==> src/rtl/dmem_arbiter_if.sv <==
// dmem_arbiter_if
//   Groups the requester handshakes and the dmem control bus of the
//   data-memory arbiter into one bundle.
//   Requester side : REQx/WEx/ADDRx/WDATAx in, GNTx/DONEx/RDATAx out.
//   Memory side    : MEM_ADDR/MEM_WDATA/MEM_READ/MEM_WRITE out, MEM_RDATA in.
//   Status         : BUSY out.
//   Modport slave is the arbiter; modport master is whatever surrounds it
//   (requesters plus the memory).
interface dmem_arbiter_if #(
  parameter int ADDR_W = 64,
  parameter int DATA_W = 64
);
  logic              REQ0;
  logic              REQ1;
  logic              WE0;
  logic              WE1;
  logic [ADDR_W-1:0] ADDR0;
  logic [ADDR_W-1:0] ADDR1;
  logic [DATA_W-1:0] WDATA0;
  logic [DATA_W-1:0] WDATA1;
  logic              GNT0;
  logic              GNT1;
  logic              DONE0;
  logic              DONE1;
  logic [DATA_W-1:0] RDATA0;
  logic [DATA_W-1:0] RDATA1;
  logic [ADDR_W-1:0] MEM_ADDR;
  logic [DATA_W-1:0] MEM_WDATA;
  logic              MEM_READ;
  logic              MEM_WRITE;
  logic [DATA_W-1:0] MEM_RDATA;
  logic              BUSY;

  modport slave (
    input  REQ0, REQ1, WE0, WE1, ADDR0, ADDR1, WDATA0, WDATA1, MEM_RDATA,
    output GNT0, GNT1, DONE0, DONE1, RDATA0, RDATA1,
           MEM_ADDR, MEM_WDATA, MEM_READ, MEM_WRITE, BUSY
  );

  modport master (
    output REQ0, REQ1, WE0, WE1, ADDR0, ADDR1, WDATA0, WDATA1, MEM_RDATA,
    input  GNT0, GNT1, DONE0, DONE1, RDATA0, RDATA1,
           MEM_ADDR, MEM_WDATA, MEM_READ, MEM_WRITE, BUSY
  );
endinterface

==> src/rtl/dmem_arbiter.sv <==
// dmem_arbiter
//   Two-requester arbiter and sequencer for the single-port data memory.
//   Port 0 is the CPU data port, port 1 the loader/debug port. One winner
//   is picked in IDLE, its request is latched, the dmem controls are held
//   for MEM_LAT cycles (ACCESS), then a DONE pulse is issued (RESP).
//   Ports:
//     CLOCK   - system clock, rising edge
//     RESET_N - asynchronous active-low reset
//     bus     - dmem_arbiter_if.slave: requester handshakes, dmem bus, BUSY
//   Every output is driven straight from a flop.
module dmem_arbiter #(
  parameter int ADDR_W    = 64,
  parameter int DATA_W    = 64,
  parameter int MEM_LAT   = 1,
  parameter int FIXED_PRI = 0
) (
  input  logic              CLOCK,
  input  logic              RESET_N,
  dmem_arbiter_if.slave     bus
);

  typedef enum logic [1:0] {IDLE, ACCESS, RESP} state_t;

  state_t            state_q, state_d;
  logic [3:0]        cnt_q, cnt_d;
  logic              sel_q, sel_d;
  logic              we_q, we_d;
  logic              last_q, last_d;
  logic [ADDR_W-1:0] addr_q, addr_d;
  logic [DATA_W-1:0] wdata_q, wdata_d;
  logic [DATA_W-1:0] rdata0_q, rdata0_d;
  logic [DATA_W-1:0] rdata1_q, rdata1_d;
  logic              gnt0_q, gnt0_d;
  logic              gnt1_q, gnt1_d;
  logic              done0_q, done0_d;
  logic              done1_q, done1_d;
  logic              mem_read_q, mem_read_d;
  logic              mem_write_q, mem_write_d;
  logic              busy_q, busy_d;
  logic              pick1;

  always_comb begin
    state_d     = state_q;
    cnt_d       = cnt_q;
    sel_d       = sel_q;
    we_d        = we_q;
    last_d      = last_q;
    addr_d      = addr_q;
    wdata_d     = wdata_q;
    rdata0_d    = rdata0_q;
    rdata1_d    = rdata1_q;
    gnt0_d      = 1'b0;
    gnt1_d      = 1'b0;
    done0_d     = 1'b0;
    done1_d     = 1'b0;
    mem_read_d  = 1'b0;
    mem_write_d = 1'b0;

    // Port 1 wins when it is alone, or on a tie in round-robin mode when
    // port 0 was the last winner.
    pick1 = bus.REQ1 && (!bus.REQ0 || ((FIXED_PRI == 0) && !last_q));

    case (state_q)
      IDLE: begin
        if (bus.REQ0 || bus.REQ1) begin
          sel_d       = pick1;
          we_d        = pick1 ? bus.WE1    : bus.WE0;
          addr_d      = pick1 ? bus.ADDR1  : bus.ADDR0;
          wdata_d     = pick1 ? bus.WDATA1 : bus.WDATA0;
          cnt_d       = 4'(MEM_LAT - 1);
          gnt0_d      = !pick1;
          gnt1_d      = pick1;
          mem_read_d  = !we_d;
          mem_write_d = we_d;
          state_d     = ACCESS;
        end
      end
      ACCESS: begin
        // The last hold cycle samples the combinational read data and
        // drops the memory strobes for the RESP cycle.
        if (cnt_q == 4'd0) begin
          state_d = RESP;
          last_d  = sel_q;
          done0_d = !sel_q;
          done1_d = sel_q;
          if (!we_q) begin
            if (sel_q) rdata1_d = bus.MEM_RDATA;
            else       rdata0_d = bus.MEM_RDATA;
          end
        end else begin
          cnt_d       = cnt_q - 4'd1;
          mem_read_d  = !we_q;
          mem_write_d = we_q;
        end
      end
      RESP:    state_d = IDLE;
      default: state_d = IDLE;
    endcase

    busy_d = (state_d != IDLE);
  end

  // Last-winner pointer resets to port 1 so port 0 wins the first tie.
  always_ff @(posedge CLOCK or negedge RESET_N) begin
    if (!RESET_N) begin
      state_q     <= IDLE;
      cnt_q       <= 4'd0;
      sel_q       <= 1'b0;
      we_q        <= 1'b0;
      last_q      <= 1'b1;
      addr_q      <= '0;
      wdata_q     <= '0;
      rdata0_q    <= '0;
      rdata1_q    <= '0;
      gnt0_q      <= 1'b0;
      gnt1_q      <= 1'b0;
      done0_q     <= 1'b0;
      done1_q     <= 1'b0;
      mem_read_q  <= 1'b0;
      mem_write_q <= 1'b0;
      busy_q      <= 1'b0;
    end else begin
      state_q     <= state_d;
      cnt_q       <= cnt_d;
      sel_q       <= sel_d;
      we_q        <= we_d;
      last_q      <= last_d;
      addr_q      <= addr_d;
      wdata_q     <= wdata_d;
      rdata0_q    <= rdata0_d;
      rdata1_q    <= rdata1_d;
      gnt0_q      <= gnt0_d;
      gnt1_q      <= gnt1_d;
      done0_q     <= done0_d;
      done1_q     <= done1_d;
      mem_read_q  <= mem_read_d;
      mem_write_q <= mem_write_d;
      busy_q      <= busy_d;
    end
  end

  assign bus.GNT0      = gnt0_q;
  assign bus.GNT1      = gnt1_q;
  assign bus.DONE0     = done0_q;
  assign bus.DONE1     = done1_q;
  assign bus.RDATA0    = rdata0_q;
  assign bus.RDATA1    = rdata1_q;
  assign bus.MEM_ADDR  = addr_q;
  assign bus.MEM_WDATA = wdata_q;
  assign bus.MEM_READ  = mem_read_q;
  assign bus.MEM_WRITE = mem_write_q;
  assign bus.BUSY      = busy_q;

endmodule

==> src/flat_wrapper.sv <==
// flat-port wrapper written by rule: the top's interface ports become plain ports
module dmem_arbiter_flat 
#(
  parameter int ADDR_W    = 64,
  parameter int DATA_W    = 64,
  parameter int MEM_LAT   = 1,
  parameter int FIXED_PRI = 0
)
  (CLOCK, RESET_N, bus_REQ0, bus_REQ1, bus_WE0, bus_WE1, bus_ADDR0, bus_ADDR1, bus_WDATA0, bus_WDATA1, bus_MEM_RDATA, bus_GNT0, bus_GNT1, bus_DONE0, bus_DONE1, bus_RDATA0, bus_RDATA1, bus_MEM_ADDR, bus_MEM_WDATA, bus_MEM_READ, bus_MEM_WRITE, bus_BUSY);
  dmem_arbiter_if #(.ADDR_W(ADDR_W), .DATA_W(DATA_W)) bus_i ();
  input  logic CLOCK;
  input  logic RESET_N;
  input wire logic [$bits(bus_i.REQ0)-1:0] bus_REQ0;
  input wire logic [$bits(bus_i.REQ1)-1:0] bus_REQ1;
  input wire logic [$bits(bus_i.WE0)-1:0] bus_WE0;
  input wire logic [$bits(bus_i.WE1)-1:0] bus_WE1;
  input wire logic [$bits(bus_i.ADDR0)-1:0] bus_ADDR0;
  input wire logic [$bits(bus_i.ADDR1)-1:0] bus_ADDR1;
  input wire logic [$bits(bus_i.WDATA0)-1:0] bus_WDATA0;
  input wire logic [$bits(bus_i.WDATA1)-1:0] bus_WDATA1;
  input wire logic [$bits(bus_i.MEM_RDATA)-1:0] bus_MEM_RDATA;
  output wire logic [$bits(bus_i.GNT0)-1:0] bus_GNT0;
  output wire logic [$bits(bus_i.GNT1)-1:0] bus_GNT1;
  output wire logic [$bits(bus_i.DONE0)-1:0] bus_DONE0;
  output wire logic [$bits(bus_i.DONE1)-1:0] bus_DONE1;
  output wire logic [$bits(bus_i.RDATA0)-1:0] bus_RDATA0;
  output wire logic [$bits(bus_i.RDATA1)-1:0] bus_RDATA1;
  output wire logic [$bits(bus_i.MEM_ADDR)-1:0] bus_MEM_ADDR;
  output wire logic [$bits(bus_i.MEM_WDATA)-1:0] bus_MEM_WDATA;
  output wire logic [$bits(bus_i.MEM_READ)-1:0] bus_MEM_READ;
  output wire logic [$bits(bus_i.MEM_WRITE)-1:0] bus_MEM_WRITE;
  output wire logic [$bits(bus_i.BUSY)-1:0] bus_BUSY;
  assign bus_i.REQ0 = bus_REQ0;
  assign bus_i.REQ1 = bus_REQ1;
  assign bus_i.WE0 = bus_WE0;
  assign bus_i.WE1 = bus_WE1;
  assign bus_i.ADDR0 = bus_ADDR0;
  assign bus_i.ADDR1 = bus_ADDR1;
  assign bus_i.WDATA0 = bus_WDATA0;
  assign bus_i.WDATA1 = bus_WDATA1;
  assign bus_i.MEM_RDATA = bus_MEM_RDATA;
  assign bus_GNT0 = bus_i.GNT0;
  assign bus_GNT1 = bus_i.GNT1;
  assign bus_DONE0 = bus_i.DONE0;
  assign bus_DONE1 = bus_i.DONE1;
  assign bus_RDATA0 = bus_i.RDATA0;
  assign bus_RDATA1 = bus_i.RDATA1;
  assign bus_MEM_ADDR = bus_i.MEM_ADDR;
  assign bus_MEM_WDATA = bus_i.MEM_WDATA;
  assign bus_MEM_READ = bus_i.MEM_READ;
  assign bus_MEM_WRITE = bus_i.MEM_WRITE;
  assign bus_BUSY = bus_i.BUSY;
  dmem_arbiter #(.ADDR_W(ADDR_W), .DATA_W(DATA_W), .MEM_LAT(MEM_LAT), .FIXED_PRI(FIXED_PRI)) u_core (.CLOCK(CLOCK), .RESET_N(RESET_N), .bus(bus_i));
endmodule
==> config.mk <==
export PLATFORM = sky130hd
export DESIGN_NAME = dmem_arbiter_flat
export DESIGN_NICKNAME = d
export VERILOG_FILES = /design/src/rtl/dmem_arbiter_if.sv /design/src/rtl/dmem_arbiter.sv /design/src/flat_wrapper.sv
export SDC_FILE = /design/constraint.sdc
export NUM_CORES = 1
export LEC_CHECK = 0
export BUFFER_PORTS_ARGS = -buffer_cell sky130_fd_sc_hd__clkbuf_2
export CAP_MARGIN = 20
export CORE_AREA = 3 3 227 229
export DETAILED_ROUTE_END_ITERATION = 6
export DIE_AREA = 0 0 230 232
export PLACE_DENSITY_LB_ADDON = 0.2
export SYNTH_ARGS = -nofsm -noshare
export SYNTH_HDL_FRONTEND = slang
export SYNTH_SLANG_ARGS = --single-unit
==> constraint.sdc <==
create_clock -name CLOCK -period 2.3 [get_ports CLOCK]
set_input_delay 0.46 -clock CLOCK [delete_from_list [all_inputs] [get_ports CLOCK]]
set_output_delay 0.46 -clock CLOCK [all_outputs]
set_load 0.005 [all_outputs]
==> results by group, run 1 <==
Clock network
  • Post_cts resized: 0
  • Clock Pin Slew Worst Setup and Hold Paths: 0.06 ns
  • Root Buffer Master: clkbuf_16
  • CTS H-tree lvls: 1
  • TritonCTS clock tree: done
  • Worst-Skew Late Latency: 0.56 ns
  • Clock Tree Buf Depth: 3
  • Total CTS buffers: 31
  • Clk sink count: 272

Cells and area
  • Reg area: 6810 um2
  • Layout area overhead: 44.5%
  • Share of cells above drive strength 1: 58.0%
  • Design Area, Final: 15800 um2
  • Area of the multi-input gates: 3860 um2
  • Fin util: 31.7%
  • Fillers: 5230
  • Nets: 1674

Synth
  • Synthesized flop and latch total: 272
  • Synth Net Count: 1096
  • Synthesized area per cell: 14.2 um2
  • Syn. warnings: 0
  • EDFF count, synth: 0
  • Top_reg_cell synth: dfrtp_1
  • Syn Inst Count: 769
  • Seq/Total Area, Yosys: 62.3%
  • Yosys cell types: 33
  • Cell Area, Synth: 10900 um2
  • Post-synthesis async set-or-reset flop share: 100%

STA
  • Slew Viols, Final: 0
  • Final setup skew: 0.0130 ns
  • Fin crit share: 88.9%
  • Slew @ Worst Pin: 0.622 ns
  • Final count of hold timing violations: 0
  • Post-route setup slack: 0.256 ns
  • Fmax: 0.489 GHz
  • Final min period: 2.04 ns
  • RSZ-0062 raised after global routing: false
  • Setup TNS: 0 ns
  • Slew Limit Headroom: 58.6%
  • # setup viols final: 0

Critical path
  • CP required: 2.74 ns
  • Setup CP Type: reg -> reg
  • CP arrival: 2.48 ns
  • Worst Setup Start Kind: flip-flop
  • Worst Setup End Kind: flip-flop
  • CP max FO: 61

Global routing
  • Overall Global Routing Usage: 15.3%
  • Number of global-route vias before repair: 9735
  • Initial antenna violation count: 13
  • Largest net degree at the start of global routing: 110
  • Congestion Overflow GR: 0
  • First-pass GRT wire length: 62700 um

Routing
  • Residual DRC count: 0
  • DR vias/cell: 4.47
  • WL/cell: 20.9 um
  • Antenna-violating nets left: 0
  • DRT Pass-1 Iters: 5
  • Iter 0 DRT Violations: 353
  • Vias: 9148
  • Routed Wire Length: 42800 um

Placed design
  • Global placement routability congestion: 0.787
  • DP Wirelength: 32300 um
  • DP Area: 14800 um2
  • Worst slack, placed: 0.290 ns
  • Buffers added on ports: 588

Power and ir drop
  • Combinational share of power: 38.4%
  • Switching Fraction: 33.9%
  • Maximum vdd drop: 671 uV
  • Sw Pwr: 7410 uW
  • P_int: 14400 uW
  • P per Cell Area: 1380 nW/um2
  • Sequential power share: 39.2%
  • Clock share of power: 22.4%
  • Pleak: 0.00823 uW

Floorplanning
  • Die height: 232 um
  • Die ar.: 53400 um2
  • Core area: 49900 um2
  • Initial core utilization: 21.9%
  • # IOs: 589
  • Core Rows: 82
  • Die Wd: 230 um

Job
  • Max_cap viols: 0

Status
  • Status: completed

Min path
  • Worst hold-check path type: in -> reg
[path summary, 6_finish.rpt]
path / from / end / slack, ns / cells past startpoint
setup / recovery: u_core.cnt_q[0]$_DFFE_PN0P_ / u_core.bus.RDATA1[8]$_DFFE_PN0P_ / 0.26 / 6
min in group asynchronous: RESET_N / u_core.bus.RDATA0[3]$_DFFE_PN0P_ / 0.43 / 2
hold reg to reg: u_core.bus.RDATA1[13]$_DFFE_PN0P_ / u_core.bus.RDATA1[13]$_DFFE_PN0P_ / 0.49 / 1
setup reg to reg: u_core.cnt_q[0]$_DFFE_PN0P_ / u_core.bus.RDATA1[8]$_DFFE_PN0P_ / 0.26 / 6
max in group asynchronous: RESET_N / u_core.last_q$_DFFE_PN1P_ / 1.10 / 3
hold / removal: bus_ADDR0[43] / u_core.bus.MEM_ADDR[43]$_DFFE_PN0P_ / 0.13 / 2
[layer usage]
metal	part of all wire (%)	GRT usage (%)	routed length (um)	vias up
met5	0.17	0	74	-
met2	49	25.7	20900	432
met1	40	18.7	17200	4512
met3	9.2	4.99	3950	53
met4	1.6	4.42	702	12
li1	-	-	-	4139
[cells by family after synthesis]
logic type | after synthesis | share of synthesized area (%)
and+or+nand+nor | 151 | 8.66
muxes | 133 | 13.7
adders and majority gates | 1 | 0.114
buffers and inverters | 72 | 2.85
DFF | 272 | 62.3
AOI/OAI and AO/OA | 140 | 12.5
[synthesized netlist by cell type (2+ instances only)]
master      n  area (um2)
mux2_2    119        1340
o22ai_1     2        12.5
dfrtp_1   271        6780
or2_2       2        12.5
nor2_1      5        18.8
inv_1       3        11.3
and2_1      2        12.5
nor2b_1     2        12.5
a221o_1   128        1280
and3_1    130         813
o21ai_0     2        10.0
buf_2      33         165
mux2_1     10         113
nand2b_1    3        18.8
mux2i_1     4        40.0
clkbuf_1   36         135
[power groups by stage]
stage / sequential, uW / clock (uW) / combinational [uW]
finish: 8560 / 4890 / 8400
global route: 8840 / 5290 / 9140
CTS: 8570 / 5090 / 8570
detailed placement: 8590 / 0 / 8590
global placement: 8630 / 0 / 8450
floorplan: 8550 / 0 / 4050
[cells in the final DEF (no fill, tap or decap), types with 2 or more instances in the layout]
master,instances
clkbuf_2,587
dfrtp_1,271
and3_1,129
a221o_1,128
mux2_2,119
clkbuf_16,31
buf_4,16
mux2_1,10
clkinv_2,9
buf_12,9
diode_2,5
clkbuf_1,5
clkbuf_8,5
mux2i_1,4
nor2_1,4
inv_1,3
nand2b_1,3
nor2b_1,2
and2_1,2
or2_2,2
o22ai_1,2
o21ai_0,2
clkinv_4,2
bufinv_16,2
clkinvlp_4,2
[what timing repair did]
item,in CTS,in global routing
setup buffers,0,0
hold buffers,1,0
endpoints found under the hold margin,46,0
[per-stage QoR]
| step | total power (uW) | hold slack, ns | std cells |
|---|---|---|---|
| 2_1_floorplan | 12600 | 0.164 | 769 |
| 3_3_place_gp | 17100 | 0.444 | 1985 |
| 3_5_place_dp | 17200 | 0.439 | 1985 |
| 4_1_cts | 22200 | 0.0750 | 2043 |
| 5_1_grt | 23300 | 0.0889 | 2047 |
| 6_report | 21800 | 0.126 | 2048 |
[layout make-up]
class | count | area share [%]
sequential | 272 | 43.1
multi-input combinational | 425 | 24.4
timing repair buffer | 614 | 20.6
clock buffer | 41 | 5.46
tap | 672 | 5.32
clock inverter | 16 | 0.926
antenna | 5 | 0.0792
inverter | 3 | 0.0713
[critical path: stages (launching register included)]
cell	delay (ns)
dfrtp_1	0.40
inv_1	0.06
ha_1	0.20
nor2b_1	0.36
nand4_4	0.19
buf_12	0.23
mux2_1	0.38
[registers in the layout, indices dropped and copies added (netlist names), 2 cells and up]
register	cells
u_core.bus.MEM_ADDR	64
u_core.bus.MEM_WDATA	64
u_core.bus.RDATA0	64
u_core.bus.RDATA1	64
u_core.cnt_q	4
u_core.state_q	2
Note: power is estimated with default switching activity, not from simulation.
==> run 2, diff against run 1 <==
--- a/config.mk
+++ b/config.mk
@@ -7,9 +7,10 @@
 export LEC_CHECK = 0
 export BUFFER_PORTS_ARGS = -buffer_cell sky130_fd_sc_hd__clkbuf_2
 export CAP_MARGIN = 20
-export CORE_AREA = 3 3 227 229
+export CORE_AREA = 3 3 231 233
+export CTS_BUF_LIST = sky130_fd_sc_hd__clkbuf_4 sky130_fd_sc_hd__clkbuf_8
 export DETAILED_ROUTE_END_ITERATION = 6
-export DIE_AREA = 0 0 230 232
+export DIE_AREA = 0 0 234 236
 export PLACE_DENSITY_LB_ADDON = 0.2
 export SYNTH_ARGS = -nofsm -noshare
 export SYNTH_HDL_FRONTEND = slang
==> results by group, run 2 (synthesis results as in run 1) <==
Status
  • Status: completed

Clock network
  • CTS H-tree lvls: 2 (+1)
  • Total CTS buffers: 51 (+65%)
  • Root Buffer Master: clkbuf_8
  • TritonCTS clock tree: done
  • Clock Pin Slew Worst Setup and Hold Paths: 0.06 ns (about the same)
  • Clock Tree Buf Depth: 3 (unchanged)
  • Clk sink count: 272 (unchanged)
  • Worst-Skew Late Latency: 0.59 ns (+0.03 ns)
  • Setup Fix Bufs, Post-CTS: 0 (unchanged)

STA
  • # setup viols final: 0 (unchanged)
  • Slew @ Worst Pin: 0.640 ns (+0.0181 ns)
  • Fin crit share: 89.5% (+0.69 points)
  • Final count of hold timing violations: 0 (unchanged)
  • Fmax: 0.486 GHz (-0.77%)
  • Final min period: 2.06 ns (+0.0159 ns)
  • RSZ-0062 raised after global routing: false
  • Hold slack: 0.0917 ns (-0.0340 ns)
  • Final setup skew: 0.0178 ns (+0.00487 ns)
  • Slew Limit Headroom: 57.3% (-1.2 points)
  • Setup TNS: 0 ns (unchanged)
  • Slew Viols, Final: 0 (unchanged)

Power and ir drop
  • Clock share of power: 22.2% (-0.2 points)
  • Combinational share of power: 38.9% (+0.5 points)
  • P per Cell Area: 1380 nW/um2 (-0.35%)
  • Switching Fraction: 34.1% (+0.22 points)
  • P_int: 14600 uW (+1.1%)
  • Pleak: 0.00841 uW (+2.1%)
  • Sequential power share: 38.8% (-0.4 points)
  • Sw Pwr: 7570 uW (+2.1%)
  • Maximum vdd drop: 790 uV (+18%)
  • Overall power: 22200 uW (+1.5%)

Critical path
  • Setup CP Type: reg -> reg
  • Delay-heaviest family, CP: buffers and inverters
  • CP arrival: 2.54 ns (+0.06 ns)
  • Worst Setup End Kind: flip-flop
  • Crit path largest cell delay: 0.40 ns (about the same)
  • CP bufs+invs: 3 (+1)
  • CP max stage cell: dfrtp_1
  • CP required: 2.78 ns (+0.04 ns)
  • Critical-path cell list: inv_1 > ha_1 > nor2b_1 > buf_4 > nand4_4 > buf_12 > mux2_1
  • CP max FO: 21 (-66%)
  • R2R Setup Slk: 0.24 ns (-0.02 ns)
  • Worst Setup Start Kind: flip-flop

Cells and area
  • Commonest cells after routing, fill and taps aside: clkbuf_2 (587), dfrtp_1 (271), and3_1 (129), a221o_1 (128), mux2_2 (119)
  • Fillers: 5341 (+2.1%)
  • Area of the multi-input gates: 3860 um2 (unchanged)
  • Commonest non-fill, non-tap cell in the layout: clkbuf_2
  • Reg area: 6810 um2 (unchanged)
  • Layout area overhead: 47.2%
  • Share of cells above drive strength 1: 59.7% (+1.7 points)
  • Nets: 1711 (+2.2%)

Placed design
  • Buffers added on ports: 588 (unchanged)
  • Global placement routability congestion: 0.823 (+4.5%)
  • DP Wirelength: 33300 um (+3.1%)

Global routing
  • Overall Global Routing Usage: 15.2% (-0.043 points)
  • Initial antenna violation count: 6 (-7)
  • Congestion Overflow GR: 0 (unchanged)
  • Number of global-route vias before repair: 9961 (+2.3%)
  • First-pass GRT wire length: 64100 um (+2.2%)
  • Largest net degree at the start of global routing: 123 (+12%)

Routing
  • DR vias/cell: 4.42 (-0.95%)
  • Residual DRC count: 0 (unchanged)
  • Antenna-violating nets left: 0 (unchanged)
  • WL/cell: 20.8 um (-0.26%)
  • Iter 0 DRT Violations: 366 (+3.7%)
  • Vias: 9291 (+1.6%)
  • DRT Pass-1 Iters: 7 (+2)
  • Routed Wire Length: 43800 um (+2.3%)

Job
  • Max_cap viols: 0 (unchanged)

Floorplanning
  • # IOs: 589 (unchanged)
  • Die Wd: 234 um (+1.7%)
  • Die ar.: 55200 um2 (+3.5%)
  • Initial core utilization: 21.3% (-0.66 points)
  • Die height: 236 um (+1.7%)
  • Core area: 51400 um2 (+3.1%)
  • Core Rows: 83 (+1.2%)

Min path
  • Worst hold-check path type: in -> reg
run 2: layer usage:
layer | vias up | share of wire [%] | GRT usage, % | routed length, um
li1 | 4200 | - | - | -
met1 | 4569 | 40 | 17.9 | 17400
met2 | 455 | 48 | 25.5 | 21000
met3 | 61 | 10 | 6.26 | 4430
met4 | 6 | 1.9 | 4.14 | 853
met5 | - | 0.094 | 0 | 41
run 2: path summary, 6_finish.rpt:
path / endpoint / start / depth (start not counted)
worst min-delay path: u_core.bus.MEM_WDATA[20]$_DFFE_PN0P_ / bus_WDATA0[20] / 2
max in group asynchronous: u_core.bus.MEM_WDATA[42]$_DFFE_PN0P_ / RESET_N / 3
worst max register to register: u_core.bus.RDATA1[9]$_DFFE_PN0P_ / u_core.cnt_q[0]$_DFFE_PN0P_ / 7
worst min register to register: u_core.bus.MEM_READ$_DFF_PN0_ / u_core.we_q$_DFFE_PN0P_ / 1
min in group asynchronous: u_core.bus.RDATA0[58]$_DFFE_PN0P_ / RESET_N / 2
worst max-delay path: u_core.bus.RDATA1[9]$_DFFE_PN0P_ / u_core.cnt_q[0]$_DFFE_PN0P_ / 7
run 2: area by class of cell:
type / instances / area share [%]
flip-flops and latches: 272 / 42.3
diodes: 2 / 0.0311
multi-input cells: 425 / 24.0
clock inverters: 6 / 0.257
inverters: 3 / 0.0700
repair buffers: 631 / 21.6
clock buffers: 81 / 6.46
well taps: 680 / 5.29
run 2: repair_timing:
action | CTS | global route
resized for setup | 0 | 0
hold buffers | 1 | 0
hold endpoints to repair | 53 | 0
run 2: power by group through the flow:
stage | registers [uW] | clock network [uW] | logic (uW)
2_1_floorplan | 8550 | 0 | 4050
3_3_place_gp | 8690 | 0 | 8700
3_5_place_dp | 8620 | 0 | 8860
4_1_cts | 8620 | 5150 | 8810
5_1_grt | 8880 | 5380 | 9440
6_report | 8610 | 4920 | 8630
run 2: metrics by stage:
step           util (%)  area [um2]  worst slack, ns  cells
5_1_grt            31.3       16100           0.0983   2099
6_report           31.3       16100            0.241   2100
3_3_place_gp       29.2       15000            0.223   2010
2_1_floorplan         -       10900            0.514    769
3_5_place_dp       29.2       15000            0.206   2010
4_1_cts            31.3       16100            0.204   2098
